`src/rtl/seq_mul_pkg.sv`:
```
// Shared types and helpers for the iterative multiplier seq_mul.
// Holds the FSM state encoding and the step-count and counter-width helpers
// that size the step counter for a given operand width and radix.
package seq_mul_pkg;

  typedef enum logic [1:0] {
    IDLE = 2'd0,
    RUN  = 2'd1,
    DONE = 2'd2
  } state_t;

  // Default configuration: 16-bit operands, one multiplier bit per cycle.
  localparam int DEF_N = 16;
  localparam int DEF_R = 1;
  localparam int STEPS = DEF_N / DEF_R;

  // Number of RUN cycles needed to consume all multiplier bits.
  function automatic int step_count(input int n, input int r);
    return n / r;
  endfunction

  // Width of the step counter; never narrower than one bit so that a
  // single-step configuration (R == N) still has a legal vector.
  function automatic int cnt_width(input int n, input int r);
    int s;
    s = n / r;
    if (s <= 1) return 1;
    return $clog2(s);
  endfunction

endpackage

```
`src/rtl/seq_mul_step.sv`:
```
// One radix-2^R partial-product step of the shift-and-add multiplier.
// Adds (bits x mcand) to the accumulator as R shifted conditional adds,
// with bit i of the multiplier slice contributing mcand << i.
module seq_mul_step
  import seq_mul_pkg::*;
#(
  parameter int N = DEF_N,
  parameter int R = DEF_R
) (
  input  logic [2*N-1:0] acc,
  input  logic [2*N-1:0] mcand,
  input  logic [R-1:0]   bits,
  output logic [2*N-1:0] acc_next
);

  // Chain of conditional adds, one per multiplier bit in this slice.
  always_comb begin
    acc_next = acc;
    for (int i = 0; i < R; i++) begin
      if (bits[i]) begin
        acc_next = acc_next + (mcand << i);
      end
    end
  end

endmodule

```
`src/rtl/seq_mul.sv`:
```
// Iterative N x N -> 2N handshaked multiplier retiring R multiplier bits
// per clock. One operation in flight; product held in DONE until taken.
// Optional feature macro: SEQ_MUL_SIGNED_EN adds the is_signed port and
// two's-complement support (magnitudes multiplied, result negated at the
// RUN->DONE transition when the operand signs differ).
module seq_mul
  import seq_mul_pkg::*;
#(
  parameter int N = DEF_N,
  parameter int R = DEF_R
) (
  input  logic           clk,
  input  logic           rst_n,
  input  logic           in_valid,
  output logic           in_ready,
  input  logic [N-1:0]   a,
  input  logic [N-1:0]   b,
`ifdef SEQ_MUL_SIGNED_EN
  input  logic           is_signed,
`endif
  output logic           out_valid,
  input  logic           out_ready,
  output logic [2*N-1:0] o,
  output logic           busy
);

  localparam int NSTEPS = step_count(N, R);
  localparam int CW     = cnt_width(N, R);
  localparam int W2     = 2 * N;

  // Reject configurations where R does not evenly split the operand.
  if ((N < 2) || (R < 1) || (R > N) || ((N % R) != 0)) begin : g_bad_cfg
    $error("seq_mul: N must be >= 2 and R must divide N");
  end

  state_t state;
  state_t state_next;

  logic [W2-1:0] mcand;
  logic [W2-1:0] acc;
  logic [W2-1:0] acc_step;
  logic [W2-1:0] acc_final;
  logic [N-1:0]  mplier;
  logic [CW-1:0] cnt;
  logic          last_step;

  logic [N-1:0]  op_a;
  logic [N-1:0]  op_b;

`ifdef SEQ_MUL_SIGNED_EN
  logic          neg;
  logic          a_neg;
  logic          b_neg;

  // In signed mode the array only ever sees magnitudes; the sign of the
  // product is remembered separately and applied once at the end.
  always_comb begin
    a_neg = is_signed & a[N-1];
    b_neg = is_signed & b[N-1];
    op_a  = a_neg ? -a : a;
    op_b  = b_neg ? -b : b;
  end

  // Negate the completed sum when exactly one operand was negative.
  always_comb begin
    acc_final = neg ? -acc_step : acc_step;
  end
`else
  // Unsigned only: operands go straight into the datapath.
  always_comb begin
    op_a      = a;
    op_b      = b;
    acc_final = acc_step;
  end
`endif

  assign last_step = (cnt == CW'(NSTEPS - 1));

  seq_mul_step #(
    .N (N),
    .R (R)
  ) u_step (
    .acc      (acc),
    .mcand    (mcand),
    .bits     (mplier[R-1:0]),
    .acc_next (acc_step)
  );

  // State register; reset always lands in IDLE, dropping any in-flight work.
  always_ff @(posedge clk) begin
    if (!rst_n) begin
      state <= IDLE;
    end else begin
      state <= state_next;
    end
  end

  // Next-state decode for the accept / iterate / deliver sequence.
  always_comb begin
    state_next = state;
    case (state)
      IDLE:    if (in_valid)  state_next = RUN;
      RUN:     if (last_step) state_next = DONE;
      DONE:    if (out_ready) state_next = IDLE;
      default: state_next = IDLE;
    endcase
  end

  // Datapath: latch operands on acceptance, then shift-and-add each RUN cycle.
  always_ff @(posedge clk) begin
    if (!rst_n) begin
      mcand  <= '0;
      mplier <= '0;
      acc    <= '0;
      cnt    <= '0;
`ifdef SEQ_MUL_SIGNED_EN
      neg    <= 1'b0;
`endif
    end else begin
      case (state)
        IDLE: begin
          if (in_valid) begin
            mcand  <= {{N{1'b0}}, op_a};
            mplier <= op_b;
            acc    <= '0;
            cnt    <= '0;
`ifdef SEQ_MUL_SIGNED_EN
            neg    <= a_neg ^ b_neg;
`endif
          end
        end
        RUN: begin
          acc    <= last_step ? acc_final : acc_step;
          mcand  <= mcand << R;
          mplier <= mplier >> R;
          cnt    <= cnt + CW'(1);
        end
        default: begin
        end
      endcase
    end
  end

  // Handshake outputs come from registered state only.
  assign in_ready  = (state == IDLE);
  assign out_valid = (state == DONE);
  assign busy      = (state != IDLE);
  assign o         = acc;

endmodule

```
`config.mk`:
```
export PLATFORM = sky130hd
export DESIGN_NAME = seq_mul
export DESIGN_NICKNAME = d
export VERILOG_FILES = /design/src/rtl/seq_mul_pkg.sv /design/src/rtl/seq_mul_step.sv /design/src/rtl/seq_mul.sv
export SDC_FILE = /design/constraint.sdc
export NUM_CORES = 1
export LEC_CHECK = 0
export CORE_AREA = 2 2 103 105
export CTS_BUF_LIST = sky130_fd_sc_hd__clkbuf_8 sky130_fd_sc_hd__clkbuf_16
export CTS_CLUSTER_DIAMETER = 120
export CTS_CLUSTER_SIZE = 12
export DETAILED_ROUTE_END_ITERATION = 10
export DIE_AREA = 0 0 105 107
export PLACE_DENSITY = 0.74
export SLEW_MARGIN = 30
export SYNTH_ARGS = -nofsm -noshare
export SYNTH_HDL_FRONTEND = slang
export SYNTH_SLANG_ARGS = --single-unit
```
`constraint.sdc`:
```
create_clock -name clk -period 4.1 [get_ports clk]
set_input_delay 0.82 -clock clk [delete_from_list [all_inputs] [get_ports clk]]
set_output_delay 0.82 -clock clk [all_outputs]
set_load 0.01 [all_outputs]
```
==> results of run 1 <==
[sequential cells by signal (all words and copies together) (netlist names)]
register and cells:
mcand 32, o 32, mplier 16, cnt 4, state 2
[final cells by class]
| cell class | instances | area [sq um] |
|---|---|---|
| clock buffers | 10 | 138 |
| flip-flops and latches | 86 | 1720 |
| clock inverters | 6 | 46.3 |
| repair buffers | 73 | 718 |
| multi-input cells | 464 | 3060 |
| diodes | 1 | 2.50 |
| fillers | 956 | 4210 |
| well taps | 136 | 170 |
| inverters | 7 | 26.3 |
[final timing paths]
path                                           endpoint  slack, ps
worst max-delay path                 o[30]$_SDFFE_PN0P_       1240
worst min-delay path            mplier[15]$_SDFFE_PN0P_        480
worst max register to register       o[30]$_SDFFE_PN0P_       1240
worst min register to register  mplier[15]$_SDFFE_PN0P_        480
[cell families (layout without fill, tap and decap cells)]
kind of cell             count (synthesis)  after routing
other                                    0              1
adder cells (fa/ha/maj)                 33             33
XOR/XNOR                                29             29
AND/OR/NAND/NOR                        217            217
flip-flops                              86             86
AO/OA/AOI/OAI                          185            185
buffers and inverters                   42             96
[report_power, final]
| part | switching (uW) | leakage, uW | total [uW] | internal [uW] |
|---|---|---|---|---|
| logic | 109 | 0.00166 | 198 | 88.6 |
| registers | 20.7 | 0.000699 | 883 | 862 |
| clock network | 329 | 0.0000889 | 569 | 240 |
| total | 459 | 0.00245 | 1650 | 1190 |
[Yosys cell counts (2+ instances only)]
cell type / count / area share, %
and2_1: 5 / 0.63
nor2b_1: 20 / 2.5
o211a_1: 16 / 3.2
nand4_1: 9 / 1.1
a21boi_0: 33 / 5.0
o21ai_1: 6 / 0.61
nand2_1: 99 / 7.5
xor2_1: 18 / 3.2
buf_2: 4 / 0.40
o21a_1: 2 / 0.30
xnor2_1: 10 / 1.8
o211ai_1: 4 / 0.61
a21oi_1: 35 / 3.5
nand3_1: 40 / 4.0
inv_1: 7 / 0.53
o21bai_1: 3 / 0.45
clkbuf_1: 25 / 1.9
nor2_1: 19 / 1.4
dfxtp_1: 86 / 35
o21ai_2: 2 / 0.35
nand2b_1: 8 / 1.0
a211oi_1: 2 / 0.30
o21ai_0: 26 / 2.6
a31oi_1: 3 / 0.38
buf_4: 3 / 0.45
a22oi_1: 25 / 3.8
a21o_1: 17 / 2.6
and4_1: 2 / 0.35
ha_1: 32 / 8.1
nor3_1: 6 / 0.61
[metal layers]
| layer | vias up | share of wire, % |
|---|---|---|
| met4 | 0 | 1.4 |
| met3 | 16 | 5.2 |
| met5 | - | 0 |
| li1 | 2221 | - |
| met1 | 2080 | 45 |
| met2 | 122 | 48 |
[per-stage QoR]
step | cell area (sq um) | worst slack [ps] | std cells | power (uW) | hold slack, ps
global placement | 5690 | 1010 | 766 | 1090 | 465
global route | 5880 | 920 | 782 | 1720 | 515
finish | 5880 | 1240 | 783 | 1650 | 483
detailed placement | 5690 | 888 | 766 | 1100 | 475
floorplan | 4960 | 1690 | 592 | 1030 | 455
CTS | 5880 | 1210 | 782 | 1660 | 482
[critical path: stages (launching register included)]
cell	delay [ps]
dfxtp_1	380
nor2b_2	170
buf_4	250
and2_1	420
nor2_2	640
and2_1	690
nand2_1	130
o21ai_1	90
==> impl_summary.log, run 1 <==
[metrics] global routing's busiest layer: met2
[metrics] number of enable-type register cells in the synthesized netlist: 0
[metrics] source of the worst register-to-register timing path: state[0]$_SDFFE_PN0P_
[metrics] main combinational cell family by area after synthesis: compound AO/OA/AOI/OAI gates
[metrics] Die X: approximately 110 um
[metrics] fraction of layout cells with a size suffix above 1: approximately 6.3%
[metrics] number of standard-cell rows in the floorplan: 37
[metrics] dominant synthesized flop cell: dfxtp_1
[metrics] setup tns final: 0 ps
[metrics] cell depth of the worst flop-to-flop path: 7
[metrics] endpoints failing hold: 0
[metrics] clock transition at the registers of the reported paths: 100 ps
[metrics] wire length of the first global-routing pass: 19,500 um
[metrics] worst clock skew on the final layout: 16.0 ps
[metrics] H-tree depth reported by CTS: 3
[metrics] number of antenna violations at the first check in global routing: 0
[metrics] CTS tree: yes
[metrics] outcome: complete, no violations
[metrics] die boundary height: around 110 um
[metrics] area added between synthesis and finish: 18.7%
[metrics] number of nets with antenna violations after routing: 0
[metrics] commonest cells after routing, fill and taps aside: 98 x nand2_1, 86 x dfxtp_1, 69 x clkdlybuf4s50_1
[metrics] Post-Synthesis Cells: 592
[metrics] total length of routed wires: ~12,000 um
[metrics] RSZ-0062 raised after global routing: no
[metrics] adder-cell area share of the yosys netlist: between 8 and 9%
[metrics] Leakage: between 0.002 and 0.0025 uW
[metrics] number of nets at the end of the flow: a little over 700
[metrics] CTS resizes: 0
[metrics] max cap viols: 0
[metrics] Critical Setup Path Class: reg2reg
[metrics] Worst Path Max Fanout: 35
[metrics] Port Buffers: 70
[metrics] number of max-slew violations in the final report: 0
[metrics] worst rel slew slack: about 53%
[metrics] share of synthesized area spent on multiplexers: 0%
[metrics] cts bufs inserted: 9
[metrics] via density per instance: about 5.7
[metrics] CTS Hold Bufs: 0
[metrics] DR pass1 iterations: 5
[metrics] total power per unit cell area: roughly 280 nW/um^2
[metrics] fraction of the cycle the final worst path needs: between 60% and 70%
[metrics] crit path launch: state[0]$_SDFFE_PN0P_
[metrics] sum of net half-perimeters after detailed placement: 8360 um
[metrics] most frequent standard cell in the layout excluding fill and tap cells: nand2_1
[metrics] met2 Resource Use GR: between 30% and 40%
[metrics] weighted congestion reported at the end of routability-driven placement: between 0.8 and 0.9
[metrics] final core area utilization: between 50% and 60%
[metrics] part of the Yosys area used for sequential elements: 34.7%
[metrics] DRC violation count after routing: 0
[metrics] compound-gate portion of the synthesized area: between 20% and 30%
[metrics] Final min period: ~2900 ps
[metrics] highest ir drop seen on vdd: roughly 0.00015 V
[metrics] XOR/XNOR share of the synthesized area: 5.28%
[metrics] largest net degree at the start of global routing: 55
[metrics] DR vias: roughly 4,400
[metrics] Avg Inst Size Synth: around 8.4 sq um
[metrics] Hold Path Class: reg2reg
[metrics] overall overflow remaining after global route: 0
[metrics] Net Count, Synth: ~660
[metrics] drt initial violations: approximately 200
[metrics] Core Footprint: 10,100 sq um
[metrics] CP Capture Type: flip-flop
[metrics] Global Route met1 Usage: between 20 and 30%
[metrics] Hold Path Cell Cnt: 2
[metrics] vias in the first global route: 4,161
[metrics] post-synthesis sequential element count: 86
[metrics] required time of the worst setup path: approximately 4400 ps
[metrics] endpoints failing setup: 0
[metrics] origin of the worst min-delay path: mplier[15]$_SDFFE_PN0P_
[metrics] Data arrival, critical path: about 3200 ps
[metrics] buffers from clock root to sink, at most: 2
[metrics] fraction of the mapped netlist area in simple logic gates: roughly a fifth
[metrics] fraction of registers with async set/reset: 0%
[metrics] Post-Synthesis Cell Area: 4960 sq um
[metrics] initial cell density of the core: 49.1%
[metrics] Global Route Usage Sum: between 20% and 30%
[metrics] # Post-CTS Setup Buffers: 0
[metrics] count of distinct cell types in the synthesized netlist: 55
[metrics] post-detailed-route wirelength per cell: 14.8 um
[metrics] Setup crit start kind: flip-flop
[metrics] Root Driver: clkbuf_8
[metrics] measured slew at the worst slew-check pin: ~710 ps
[metrics] met3 global-route usage: under 10%
[metrics] later-pin clock latency in the skew report: around 360 ps
[metrics] Yosys warning count: 0
[metrics] Max Fclk: approximately 350 MHz
[metrics] Num Clock Sinks: 86
[metrics] number of I/O pins: 71
[metrics] Die Area: around 11,000 sq um
Note: power is estimated with default switching activity, not from simulation.
==> inputs of run 2 (changes only) <==
--- a/config.mk
+++ b/config.mk
@@ -11,7 +11,7 @@
 export CTS_CLUSTER_SIZE = 12
 export DETAILED_ROUTE_END_ITERATION = 10
 export DIE_AREA = 0 0 105 107
-export PLACE_DENSITY = 0.74
+export PLACE_DENSITY = 0.77
 export SLEW_MARGIN = 30
 export SYNTH_ARGS = -nofsm -noshare
 export SYNTH_HDL_FRONTEND = slang
==> constraint.sdc (replaced) <==
create_clock -name clk -period 2.6 [get_ports clk]
set_input_delay 0.52 -clock clk [delete_from_list [all_inputs] [get_ports clk]]
set_output_delay 0.52 -clock clk [all_outputs]
set_load 0.01 [all_outputs]
==> run 2 against run 1 <==
Clock skew fell by 1.9 ps. Sequential power is 57% higher. Clock power is 72% higher. Combinational power is 71% higher. Routed wire length grew 8.0%. Final cell count is 1.5% higher. Count of clock-buffer cells in the layout down 1. Highest routed layer unchanged. Die area is the same.
==> impl_summary.log, run 2 (synthesized netlist as in run 1, its figures left out) <==
[metrics] Core Footprint: 10,100 sq um (unchanged)
[metrics] detailed-route wire length on metal 1: 5490 um (+5.0%)
[metrics] fraction of layout cells with a size suffix above 1: 12.1% (+5.8 points)
[metrics] CP Capture Type: flip-flop
[metrics] Max Fclk: 395 MHz (+13%)
[metrics] overall overflow remaining after global route: 0 (unchanged)
[metrics] vias in the first global route: 4,368 (+5.0%)
[metrics] number of antenna violations at the first check in global routing: 0 (unchanged)
[metrics] number of nets with antenna violations after routing: 0 (unchanged)
[metrics] commonest cells after routing, fill and taps aside: 98 x nand2_1, 78 x dfxtp_1, 69 x clkdlybuf4s50_1
[metrics] source of the worst register-to-register timing path: o[7]$_SDFFE_PN0P_
[metrics] H-tree depth reported by CTS: 3 (unchanged)
[metrics] CTS tree: yes
[metrics] clock transition at the registers of the reported paths: 90 ps (about the same)
[metrics] least setup slack across all paths after layout: 71.3 ps (-1170 ps)
[metrics] later-pin clock latency in the skew report: 370 ps (about the same)
[metrics] Global Route Usage Sum: 22.2% (+1.1 points)
[metrics] via density per instance: 5.75 (+1.5%)
[metrics] max cap viols: 0 (unchanged)
[metrics] area of the multi-input gates: 3170 sq um (+3.6%)
[metrics] total length of routed wires: 12,500 um (+8.0%)
[metrics] Hold Path Class: in2reg
[metrics] total power per unit cell area: 443 nW/um^2 (+58%)
[metrics] number of I/O pins: 71 (unchanged)
[metrics] fill cell count: 934 (-2.3%)
[metrics] buffers from clock root to sink, at most: 2 (unchanged)
[metrics] area added between synthesis and finish: 23.5%
[metrics] post-detailed-route wirelength per cell: 15.8 um (+6.4%)
[metrics] Die X: 105 um (unchanged)
[metrics] hold slack final: 484 ps (+1.56 ps)
[metrics] drt initial violations: 185 (-8.0%)
[metrics] die boundary height: 107 um (unchanged)
[metrics] number of inserted diodes: 0 (-1)
[metrics] buffer and inverter count on the worst path: 0 (-1)
[metrics] cts bufs inserted: 9 (unchanged)
[metrics] CP cell instances: ha_1 > a21o_1 > nand2b_1 > o211ai_2 > o21a_1 > o21ai_0 > nand2b_1 > a221oi_2 > xor2_1 > o21ai_1
[metrics] endpoints failing hold: 0 (unchanged)
[metrics] Storage cell area: 1730 sq um (+0.58%)
[metrics] Data arrival, critical path: 2770 ps (-380 ps)
[metrics] highest layer used for signal routing: met4
[metrics] number of nets at the end of the flow: 723 (+1.8%)
[metrics] family with the most delay on the worst path: compound AO/OA/AOI/OAI gates
[metrics] outcome: complete, no violations
[metrics] RSZ-0062 raised after global routing: yes
[metrics] measured slew at the worst slew-check pin: 742 ps (+30.4 ps)
[metrics] Setup crit start kind: flip-flop
[metrics] Final min period: 2530 ps (-334 ps)
[metrics] Root Driver: clkbuf_8
[metrics] Largest stage delay, worst path: 380 ps (-310 ps)
[metrics] endpoints failing setup: 0 (unchanged)
[metrics] initial cell density of the core: 49.1% (unchanged)
[metrics] Num Clock Sinks: 86 (unchanged)
[metrics] DRC violation count after routing: 0 (unchanged)
[metrics] number of standard-cell rows in the floorplan: 37 (unchanged)
[metrics] slowest CP cell: ha_1
[metrics] sum of net half-perimeters after detailed placement: 8770 um (+4.8%)
[metrics] CTS Hold Bufs: 0 (unchanged)
[metrics] highest ir drop seen on vdd: 0.000283 V (+88%)
[metrics] hold endpoint: mcand[23]$_SDFFE_PN0P_
[metrics] DR vias: 4,573 (+3.0%)
[metrics] required time of the worst setup path: 2840 ps (-1550 ps)
[metrics] post-layout total power: 2710 uW (+64%)
[metrics] Hold Path Cell Cnt: 2 (unchanged)
[metrics] Worst Setup Slack post-DPL: -49.7 ps (-938 ps)
[metrics] Port Buffers: 70 (unchanged)
[metrics] Worst path most repeated cell: nand2b_1
[metrics] largest net degree at the start of global routing: 64 (+16%)
[metrics] Critical Setup Path Class: reg2reg
[metrics] DR pass1 iterations: 5 (unchanged)
[metrics] Worst Path Max Fanout: 5 (-86%)
[metrics] total met2 wirelength after detailed routing: 6100 um (+8.8%)
[metrics] wire length on met3: 683 um (+13%)
[metrics] setup slack, reg-to-reg: 70 ps (-1170 ps)
[metrics] terminus of the critical flop-to-flop path: o[30]$_SDFFE_PN0P_
[metrics] worst rel slew slack: 50.6% (-2.0 points)
[metrics] number of max-slew violations in the final report: 0 (unchanged)
[metrics] origin of the worst min-delay path: rst_n
[metrics] cell depth of the worst flop-to-flop path: 10 (+3)
[metrics] fraction of the cycle the final worst path needs: 97.3% (+27 points)
[metrics] wire length of the first global-routing pass: 20,300 um (+4.2%)
[metrics] Die Area: 11,200 sq um (unchanged)
[metrics] worst clock skew on the final layout: 14.1 ps (-1.88 ps)
[metrics] most frequent standard cell in the layout excluding fill and tap cells: nand2_1
[metrics] weighted congestion reported at the end of routability-driven placement: 0.954 (+6.4%)
[metrics] Leakage: 0.00253 uW (+3.5%)
[run 2: layout make-up]
cell class                 count  area share, %
inverter                       7          0.429
clock inverter                 7           1.31
timing repair buffer          86           13.3
clock buffer                   9           2.02
multi-input combinational    464           51.8
tap                          136           2.78
sequential                    86           28.3
[run 2: per-stage QoR]
stage          utilization, %  setup TNS (ps)  cells  cell area, sq um
3_3_place_gp             57.0               0    775              5750
5_1_grt                  60.6           -29.6    795              6120
6_report                 60.6               0    795              6120
2_1_floorplan               -               0    592              4960
4_1_cts                  59.1               0    791              5970
3_5_place_dp             57.0           -62.0    775              5750
[run 2: power by group]
group | total [uW] | switching, uW | internal (uW)
combinational | 338 | 185 | 152
clock | 981 | 526 | 456
sequential | 1390 | 32.7 | 1360
total | 2710 | 744 | 1970
[run 2: timing repair]
| action | in CTS | in global routing |
|---|---|---|
| setup endpoints to repair | 3 | 12 |
| pin swaps | 3 | 18 |
| buffers inserted | 0 | 4 |
| resized for setup | 4 | 27 |
[run 2: metal layers]
metal / global-route usage, % / vias to the layer above
met2: 38.0 / 149
met5: 0 / -
met1: 27.3 / 2152
met3: 4.50 / 22
met4: 8.86 / 0
li1: - / 2250
[run 2: worst max path at each step]
stage	end	slack (ps)	cells after the start	from
2_1_floorplan	o[28]$_SDFFE_PN0P_	190	12	o[0]$_SDFFE_PN0P_
3_3_place_gp	o[28]$_SDFFE_PN0P_	50	12	o[0]$_SDFFE_PN0P_
3_5_place_dp	o[28]$_SDFFE_PN0P_	-50	12	mcand[0]$_SDFFE_PN0P_
4_1_cts	o[28]$_SDFFE_PN0P_	3	12	o[0]$_SDFFE_PN0P_
5_1_grt	o[31]$_SDFFE_PN0P_	-10	10	mcand[20]$_SDFFE_PN0P_
6_report	o[30]$_SDFFE_PN0P_	70	10	o[7]$_SDFFE_PN0P_
==> inputs of run 3 (changes only) <==
--- a/config.mk
+++ b/config.mk
@@ -12,7 +12,7 @@
 export DETAILED_ROUTE_END_ITERATION = 10
 export DIE_AREA = 0 0 105 107
 export PLACE_DENSITY = 0.77
-export SLEW_MARGIN = 30
+export SLEW_MARGIN = 20
 export SYNTH_ARGS = -nofsm -noshare
 export SYNTH_HDL_FRONTEND = slang
 export SYNTH_SLANG_ARGS = --single-unit
==> results of run 3 <==
Final layout, timing and power as in run 2 (identical DEF).
